`src/rtl/regfile_wb_ctrl.sv`:
```
// regfile_wb_ctrl: writeback arbiter and busy scoreboard for the 32x32 register file.
// Two writeback requesters (A = ALU, B = LSU) share one registered write port.
// Decode is stalled on RAW/WAW hazards against pending destination registers.
module regfile_wb_ctrl (
  input  logic        clk,
  input  logic        rst_n,
  input  logic        issue_valid_i,
  input  logic [4:0]  issue_rs1_i,
  input  logic [4:0]  issue_rs2_i,
  input  logic [4:0]  issue_rd_i,
  input  logic        issue_rd_wr_i,
  output logic        issue_stall_o,
  input  logic        a_valid_i,
  input  logic [4:0]  a_rd_i,
  input  logic [31:0] a_data_i,
  output logic        a_ready_o,
  input  logic        b_valid_i,
  input  logic [4:0]  b_rd_i,
  input  logic [31:0] b_data_i,
  output logic        b_ready_o,
  output logic [4:0]  wr_port_o,
  output logic [31:0] wr_data_o,
  output logic        ctrl_reg_wr_en_o,
  output logic [31:0] busy_o,
  output logic        err_o
);

  // Round-robin preference: which requester wins when both are valid.
  typedef enum logic {
    PREF_A = 1'b0,
    PREF_B = 1'b1
  } pref_e;

  pref_e       r_pref;
  pref_e       w_pref_nxt;

  logic [31:0] r_busy;
  logic [31:0] w_busy_nxt;
  logic        r_err;
  logic [4:0]  r_wr_port;
  logic [31:0] r_wr_data;
  logic        r_wr_en;

  logic        w_rs1_hot;
  logic        w_rs2_hot;
  logic        w_rd_hot;
  logic        w_stall;
  logic        w_issue_accept;
  logic        w_issue_set;

  logic        w_gnt_a;
  logic        w_gnt_b;
  logic        w_gnt;
  logic [4:0]  w_gnt_rd;
  logic [31:0] w_gnt_data;
  logic        w_gnt_nonzero;
  logic        w_gnt_err;

  // Hazard detection: a register is hot when non-zero and pending a write.
  always_comb begin
    w_rs1_hot      = (issue_rs1_i != '0) & r_busy[issue_rs1_i];
    w_rs2_hot      = (issue_rs2_i != '0) & r_busy[issue_rs2_i];
    w_rd_hot       = (issue_rd_i  != '0) & r_busy[issue_rd_i];
    w_stall        = issue_valid_i & (w_rs1_hot | w_rs2_hot | (issue_rd_wr_i & w_rd_hot));
    w_issue_accept = issue_valid_i & ~w_stall;
    w_issue_set    = w_issue_accept & issue_rd_wr_i & (issue_rd_i != '0);
  end

  // Writeback arbitration: single requester always wins, ties go to the preferred side.
  always_comb begin
    w_gnt_a    = 1'b0;
    w_gnt_b    = 1'b0;
    w_pref_nxt = r_pref;
    if (a_valid_i && b_valid_i) begin
      if (r_pref == PREF_A) begin
        w_gnt_a = 1'b1;
      end else begin
        w_gnt_b = 1'b1;
      end
    end else if (a_valid_i) begin
      w_gnt_a = 1'b1;
    end else if (b_valid_i) begin
      w_gnt_b = 1'b1;
    end
    // The side just served loses the next tie; no grant leaves preference unchanged.
    if (w_gnt_a) begin
      w_pref_nxt = PREF_B;
    end else if (w_gnt_b) begin
      w_pref_nxt = PREF_A;
    end
  end

  // Granted payload selection and writeback-to-idle-register error detection.
  always_comb begin
    w_gnt         = w_gnt_a | w_gnt_b;
    w_gnt_rd      = w_gnt_b ? b_rd_i   : a_rd_i;
    w_gnt_data    = w_gnt_b ? b_data_i : a_data_i;
    w_gnt_nonzero = (w_gnt_rd != '0);
    w_gnt_err     = w_gnt & w_gnt_nonzero & ~r_busy[w_gnt_rd];
  end

  // Scoreboard next state: retire the committing write, then mark the new issue (set wins).
  always_comb begin
    w_busy_nxt = r_busy;
    if (r_wr_en) begin
      w_busy_nxt[r_wr_port] = 1'b0;
    end
    if (w_issue_set) begin
      w_busy_nxt[issue_rd_i] = 1'b1;
    end
  end

  // State registers: scoreboard, error flag, arbiter preference and registered write port.
  always_ff @(posedge clk) begin
    if (!rst_n) begin
      r_busy    <= '0;
      r_err     <= 1'b0;
      r_pref    <= PREF_A;
      r_wr_port <= '0;
      r_wr_data <= '0;
      r_wr_en   <= 1'b0;
    end else begin
      r_busy <= w_busy_nxt;
      r_pref <= w_pref_nxt;
      if (w_gnt_err) begin
        r_err <= 1'b1;
      end
      // An rd=0 writeback is handshaken but never reaches the register file.
      if (w_gnt) begin
        r_wr_port <= w_gnt_rd;
        r_wr_data <= w_gnt_data;
        r_wr_en   <= w_gnt_nonzero;
      end else begin
        r_wr_en   <= 1'b0;
      end
    end
  end

  assign issue_stall_o    = w_stall;
  assign a_ready_o        = w_gnt_a;
  assign b_ready_o        = w_gnt_b;
  assign wr_port_o        = r_wr_port;
  assign wr_data_o        = r_wr_data;
  assign ctrl_reg_wr_en_o = r_wr_en;
  assign busy_o           = r_busy;
  assign err_o            = r_err;

endmodule
```
`config.mk`:
```
export PLATFORM = sky130hd
export DESIGN_NAME = regfile_wb_ctrl
export DESIGN_NICKNAME = d
export VERILOG_FILES = /design/src/rtl/regfile_wb_ctrl.sv
export SDC_FILE = /design/constraint.sdc
export NUM_CORES = 1
export LEC_CHECK = 0
export CORE_MARGIN = 3
export CORE_UTILIZATION = 40
export DETAILED_ROUTE_END_ITERATION = 10
export GPL_ROUTABILITY_DRIVEN = 0
export PLACE_DENSITY_LB_ADDON = 0.08
export RECOVER_POWER = 25
export SLEW_MARGIN = 25
export SYNTH_ARGS = -nofsm -noshare
export SYNTH_HDL_FRONTEND = slang
export SYNTH_SLANG_ARGS = --single-unit
```
`constraint.sdc`:
```
create_clock -name clk -period 2.7 [get_ports clk]
set_input_delay 0.54 -clock clk [delete_from_list [all_inputs] [get_ports clk]]
set_output_delay 0.54 -clock clk [all_outputs]
set_load 0.05 [all_outputs]
```
==> run metrics, run 1 <==
GRT Resource Usage Total 0.2771; hold worst-path end r_pref; row count 37; synth warn 0; WS Path Type in2out; Layout Cells excl Fill 851; Post-synth EDFFs 0; Worst-Skew Late Latency 360 ps; failing checks negative setup slack; Setup-failing EPs final 1; layout cells sized above 1 0.2196; I/O Buffers 168; initial drt markers 352; nature of the critical path startpoint input port; fill cell count 862; die height 110.1 um; HP Start r_pref; Pins Over Slew Limit 0; HP Class reg2reg; per-cell routed wire length 19.60 um; crit path DAT 2300 ps; WHS Path Cells 1; leakage power 2.801 nW; period utilisation layout 1.053; DP HPWL 12510 um; global-route wire length before repair 25980 um; largest net degree at the start of global routing 42; DP Cell Count 826; CP required 2160 ps; P&R area growth vs syn 61.32%; clk_skew 16.89 ps; # diodes 0; CTS tree done; Synth top area share 0.3323; VDD IR max 0.3035 mV; Final WS setup -142.8 ps; Via density 5.893; largest cells by area after synthesis dfxtp_1, mux4_2, nand2_1, mux2i_1, o211ai_1; Worst Tran Pin Value 783.0 ps; Residual DRC 0; max cap viols 0; Yosys top cell by area dfxtp_1; vias in the first global route 4969; FF-to-FF setup slack 70 ps; CP Capture Type output port; Final Power 3.099 mW; RSZ-0062 raised after global routing true; initial antenna violation count 0; Synth async-reset ratio 0; DP Area 6578 um^2; total CTS buffers 9; Cells after Synth 498; H-tree levels 3; Rel. slew slack 0.4780; outcome complete, but fails checks; maximum clock insertion buffer count 2; Worst R2R Start busy_o[22]; fin crit period 2843 ps; Top Ports 169; final core occ 0.6718; die area 12130 um^2; Finished Cell Area 6998 um^2; remaining antenna violation count 0; Synth Cell Area 4338 um^2; via count 5015; Starting Density 0.4165; Core Region 10420 um^2; die width 110.1 um; register area share after synthesis 0.3323; Mean Syn Cell Area 8.711 um^2; Clk pin slew, worst setup/hold paths 70 ps; Synth cell types 48; nets@finish 805; total routed wirelength 16680 um; CP Max Fanout 6; Overflow after GRT 0; CTS sink count 72; hold violation count in the final report 0; terminus of the critical flop-to-flop path busy_o[31]; Root Buffer clkbuf_8; reg2reg path depth 10; Power Density 442.9 nW/um^2; Seq cells post-synth 72; Main synth FF type dfxtp_1; Hold Buf Count CTS 0; TritonRoute pass-1 iters 5; fmax 351.8 MHz; Mapped Nets 593
cells in the mapped netlist (9+ instances only):
cell type / n
nand2_1: 85
dfxtp_1: 72
o21ai_0: 40
clkbuf_1: 31
nor2_1: 31
o211ai_1: 31
mux2i_1: 29
nand3_1: 24
a311oi_1: 22
mux4_2: 19
o211a_1: 13
mux2_2: 12
nand3b_1: 9
area by class of cell:
| cell class | count | area, um^2 | area share |
|---|---|---|---|
| multi-input combinational | 382 | 2850 | 0.4073 |
| inverter | 4 | 15.01 | 0.002146 |
| clock buffer | 10 | 137.6 | 0.01967 |
| timing repair buffer | 241 | 2256 | 0.3224 |
| tap | 136 | 170.2 | 0.02432 |
| sequential | 72 | 1453 | 0.2076 |
| clock inverter | 6 | 116.4 | 0.01663 |
worst max-delay path by stage:
stage / startpoint / endpoint / slack, ps / cells past startpoint
finish: issue_rs1_i[0] / issue_stall_o / -140 / 9
global route: busy_o[22] / issue_stall_o / -220 / 7
CTS: issue_rs2_i[0] / issue_stall_o / -160 / 9
detailed placement: issue_rs2_i[0] / busy_o[6] / -810 / 10
global placement: issue_rs1_i[0] / busy_o[2] / -700 / 10
floorplan: issue_rs1_i[0] / issue_stall_o / 20 / 7
worst max-delay path, cell delays in order:
cell	delay, ps
buf_2	100
buf_12	120
mux4_2	490
mux4_2	490
nand2_1	90
o21ai_2	70
o21ai_2	170
o21ai_4	80
buf_8	150
sequential cells by signal (all words and copies together), names as in the netlist:
name and flops:
err_o 1, wr_port_o 5, r_pref 1, ctrl_reg_wr_en_o 1, busy_o 32, wr_data_o 32
report_power, final:
| part | internal [mW] | switching [mW] | total (mW) |
|---|---|---|---|
| Sequential | 1.11 | 0.0405 | 1.16 |
| Clock | 0.644 | 0.443 | 1.09 |
| Combinational | 0.376 | 0.481 | 0.857 |
| Total | 2.13 | 0.965 | 3.10 |
per-stage QoR:
stage | setup TNS [ps] | setup WS [ps] | hold slack, ps
final | -142.8 | -142.8 | 471.1
after global routing | -673.9 | -221.9 | 502.4
after CTS | -158.5 | -158.5 | 471.4
after detailed placement | -22670 | -806.2 | 458.2
after global placement | -20380 | -703.4 | 446.6
after floorplan | 0 | 19.81 | 431.1
placed cells by master, fill, tap and decap left out, types with 4 or more instances in the layout:
master / Yosys / layout
mux4_2: 19 / 19
or2_2: 4 / 4
dfxtp_1: 72 / 65
dlygate4sd3_1: 0 / 11
o21ai_1: 0 / 12
o21ai_0: 40 / 23
nand2_1: 85 / 84
a211oi_1: 7 / 6
dlygate4sd2_1: 0 / 4
mux2i_1: 29 / 28
clkbuf_8: 0 / 10
o211ai_1: 31 / 31
nand3b_1: 9 / 9
nor2b_1: 7 / 6
clkbuf_1: 31 / 4
nor2_1: 31 / 31
dfxtp_2: 0 / 6
a21oi_1: 5 / 5
clkdlybuf4s50_1: 0 / 145
o211a_1: 13 / 13
buf_6: 0 / 5
nand3_1: 24 / 24
a311oi_1: 22 / 22
mux2_2: 12 / 11
buf_4: 0 / 62
o21ai_2: 0 / 4
cell families (layout without fill, tap and decap cells):
family | after synthesis | in the layout | share of synthesized area
AND/OR/NAND/NOR | 177 | 177 | 0.1889
AO/OA/AOI/OAI | 145 | 145 | 0.2429
flip-flops | 72 | 72 | 0.3323
multiplexers | 60 | 60 | 0.1967
buffers and inverters | 44 | 261 | 0.03922
what timing repair did:
action	CTS	global route
pin swaps	10	3
gates cloned	1	0
setup endpoints to repair	32	32
buffers inserted	8	1
gates resized for setup	42	30
layer usage:
layer	vias up	GRT usage	wire length, um
li1	2322	-	-
met1	2367	0.3272	6663
met2	278	0.4519	7888
met3	48	0.09144	1551
met4	0	0.1354	580
met5	-	0	0
Note: power is estimated with default switching activity, not from simulation.
==> inputs of run 2 (changes only) <==
--- a/config.mk
+++ b/config.mk
@@ -8,4 +8,5 @@
 export CORE_MARGIN = 3
 export CORE_UTILIZATION = 40
+export CTS_CLUSTER_SIZE = 24
 export DETAILED_ROUTE_END_ITERATION = 10
 export GPL_ROUTABILITY_DRIVEN = 0
==> constraint.sdc (replaced) <==
create_clock -name clk -period 2.7 [get_ports clk]
set_input_delay 0.81 -clock clk [delete_from_list [all_inputs] [get_ports clk]]
set_output_delay 0.81 -clock clk [all_outputs]
set_load 0.05 [all_outputs]
==> run 2 against run 1 <==
Net effect: the flow still finishes with violations (negative setup slack); die area is the same; global-route usage shrank 1.3 points; critical path depth shrank 1.
==> run metrics, run 2 (synthesized netlist as in run 1, its figures left out) <==
Root Buffer clkbuf_8; fin crit period 3267 ps (+423.7 ps); P&R area growth vs syn 65.42%; slowest stage delay, CP 520 ps (+30 ps); Final WS setup -566.5 ps (-423.7 ps); clock power share 0.297 (-0.054); Power Density 403.4 nW/um^2 (-8.9%); largest net degree at the start of global routing 51 (+21%); CP Capture Type output port; Starting Density 0.4165 (unchanged); Pins Over Slew Limit 0 (unchanged); VDD IR max 0.3202 mV (+5.5%); failing checks negative setup slack; vias in the first global route 4839 (-2.6%); outcome complete, but fails checks; Setup-failing EPs final 33 (+32); part of the power in combinational logic 0.304 (+0.028); layout cells sized above 1 0.2466 (+0.02703); commonest cells after routing, fill and taps aside clkdlybuf4s50_1, buf_4, nand2_1, dfxtp_1, o21ai_0; Rel. slew slack 0.1583 (-0.3197); Sw Ratio 0.3214 (+0.01003); WHS Path Cells 1 (unchanged); hold violation count in the final report 0 (unchanged); nature of the critical path startpoint input port; pre-CTS setup slack -1149 ps (-343.3 ps); initial drt markers 262 (-26%); crit-path cells buf_12 > mux4_2 > nor2b_2 > o32ai_2 > a2111o_1 > o21ai_2 > o21ai_4 > buf_8; sequential share of power 0.400 (+0.027); global-route wire length before repair 24780 um (-4.6%); Via density 5.699 (-3.3%); Worst Tran Pin Value 1263 ps (+479.6 ps); leakage power 2.931 nW (+4.6%); HP Class reg2reg; commonest non-fill, non-tap cell in the layout clkdlybuf4s50_1; max cap viols 0 (unchanged); Overflow after GRT 0 (unchanged); period utilisation layout 1.210 (+0.1569); Core Region 10420 um^2 (unchanged); Worst-Skew Late Latency 360 ps (about the same); CTS sink count 72 (unchanged); nets@finish 828 (+2.9%); die width 110.1 um (unchanged); P_sw 930.4 uW (-3.6%); cell family with most CP delay compound AO/OA/AOI/OAI gates; total CTS buffers 9 (unchanged); fmax 306.1 MHz (-13%); TritonRoute pass-1 iters 5 (unchanged); clk_skew 9.088 ps (-7.800 ps); # diodes 0 (unchanged); die height 110.1 um (unchanged); Top Ports 169 (unchanged); CTS tree done; Clk pin slew, worst setup/hold paths 70 ps (about the same); die area 12130 um^2 (unchanged); Buf/Inv on CP 2 (-1); H-tree levels 3 (unchanged); CP required 1890 ps (-270 ps); fill cell count 888 (+3.0%); I/O Buffers 168 (unchanged); Slowest-stage cell, CP mux4_2; CP Depth 8 (-1); Residual DRC 0 (unchanged); reg2reg path depth 10 (unchanged); via count 4981 (-0.68%); Cell Int Power 1.964 mW (-8.0%); remaining antenna violation count 0 (unchanged); total routed wirelength 16300 um (-2.3%); crit path DAT 2460 ps (+160 ps); DP Area 6823 um^2 (+3.7%); initial antenna violation count 0 (unchanged); setup TNS -2595 ps (-2452 ps); maximum clock insertion buffer count 2 (unchanged); DP HPWL 12580 um (+0.58%); RSZ-0062 raised after global routing true; CP Max Fanout 8 (+2); Finished Cell Area 7176 um^2 (+2.5%); per-cell routed wire length 18.65 um (-4.9%); WS Path Type in2out; row count 37 (unchanged); GRT Resource Usage Total 0.2643 (-0.01273); final core occ 0.6889 (+0.01706)
[run 2: power groups by stage]
| stage | clock network [mW] | registers (mW) | logic, mW |
|---|---|---|---|
| 2_1_floorplan | 0 | 1.35 | 0.285 |
| 3_3_place_gp | 0 | 1.18 | 0.848 |
| 3_5_place_dp | 0 | 1.18 | 0.855 |
| 4_1_cts | 0.879 | 1.16 | 0.864 |
| 5_1_grt | 0.923 | 1.16 | 0.932 |
| 6_report | 0.859 | 1.16 | 0.879 |
[run 2: metrics by stage]
step	cells	power [mW]	hold WS (ps)
global route	874	3.020	519.5
CTS	871	2.900	470.1
finish	874	2.895	489.9
floorplan	498	1.637	436.2
global placement	854	2.026	450.6
detailed placement	854	2.036	460.3
[run 2: cell type report]
class / instances / area [um^2] / share of cell area
clock buffers: 11 / 141.4 / 0.01970
flip-flops and latches: 72 / 1441 / 0.2009
clock inverters: 5 / 56.30 / 0.007847
inverters: 4 / 20.02 / 0.002790
repair buffers: 264 / 2466 / 0.3437
well taps: 136 / 170.2 / 0.02371
multi-input cells: 382 / 2880 / 0.4014
[run 2: metal layers]
layer / vias to the layer above / GRT usage / part of all wire
met5: - / 0 / 0
met3: 41 / 0.06931 / 0.094
met4: 0 / 0.1275 / 0.034
met2: 254 / 0.4662 / 0.50
met1: 2316 / 0.2949 / 0.37
li1: 2370 / - / -
[run 2: worst paths after layout]
| kind | to | startpoint | slack (ps) |
|---|---|---|---|
| worst max-delay path | issue_stall_o | issue_rs2_i[0] | -570 |
| worst min-delay path | r_pref | r_pref | 490 |
| worst max register to register | busy_o[9] | busy_o[29] | 120 |
| worst min register to register | r_pref | r_pref | 490 |
[run 2: timing repair]
item / CTS / global route
hold endpoints to repair: 0 / 0
setup buffers: 2 / 4
cloned: 0 / 1
pin swaps: 7 / 14
resized for setup: 35 / 38
endpoints found under the setup margin: 33 / 35
hold buffers: 0 / 0
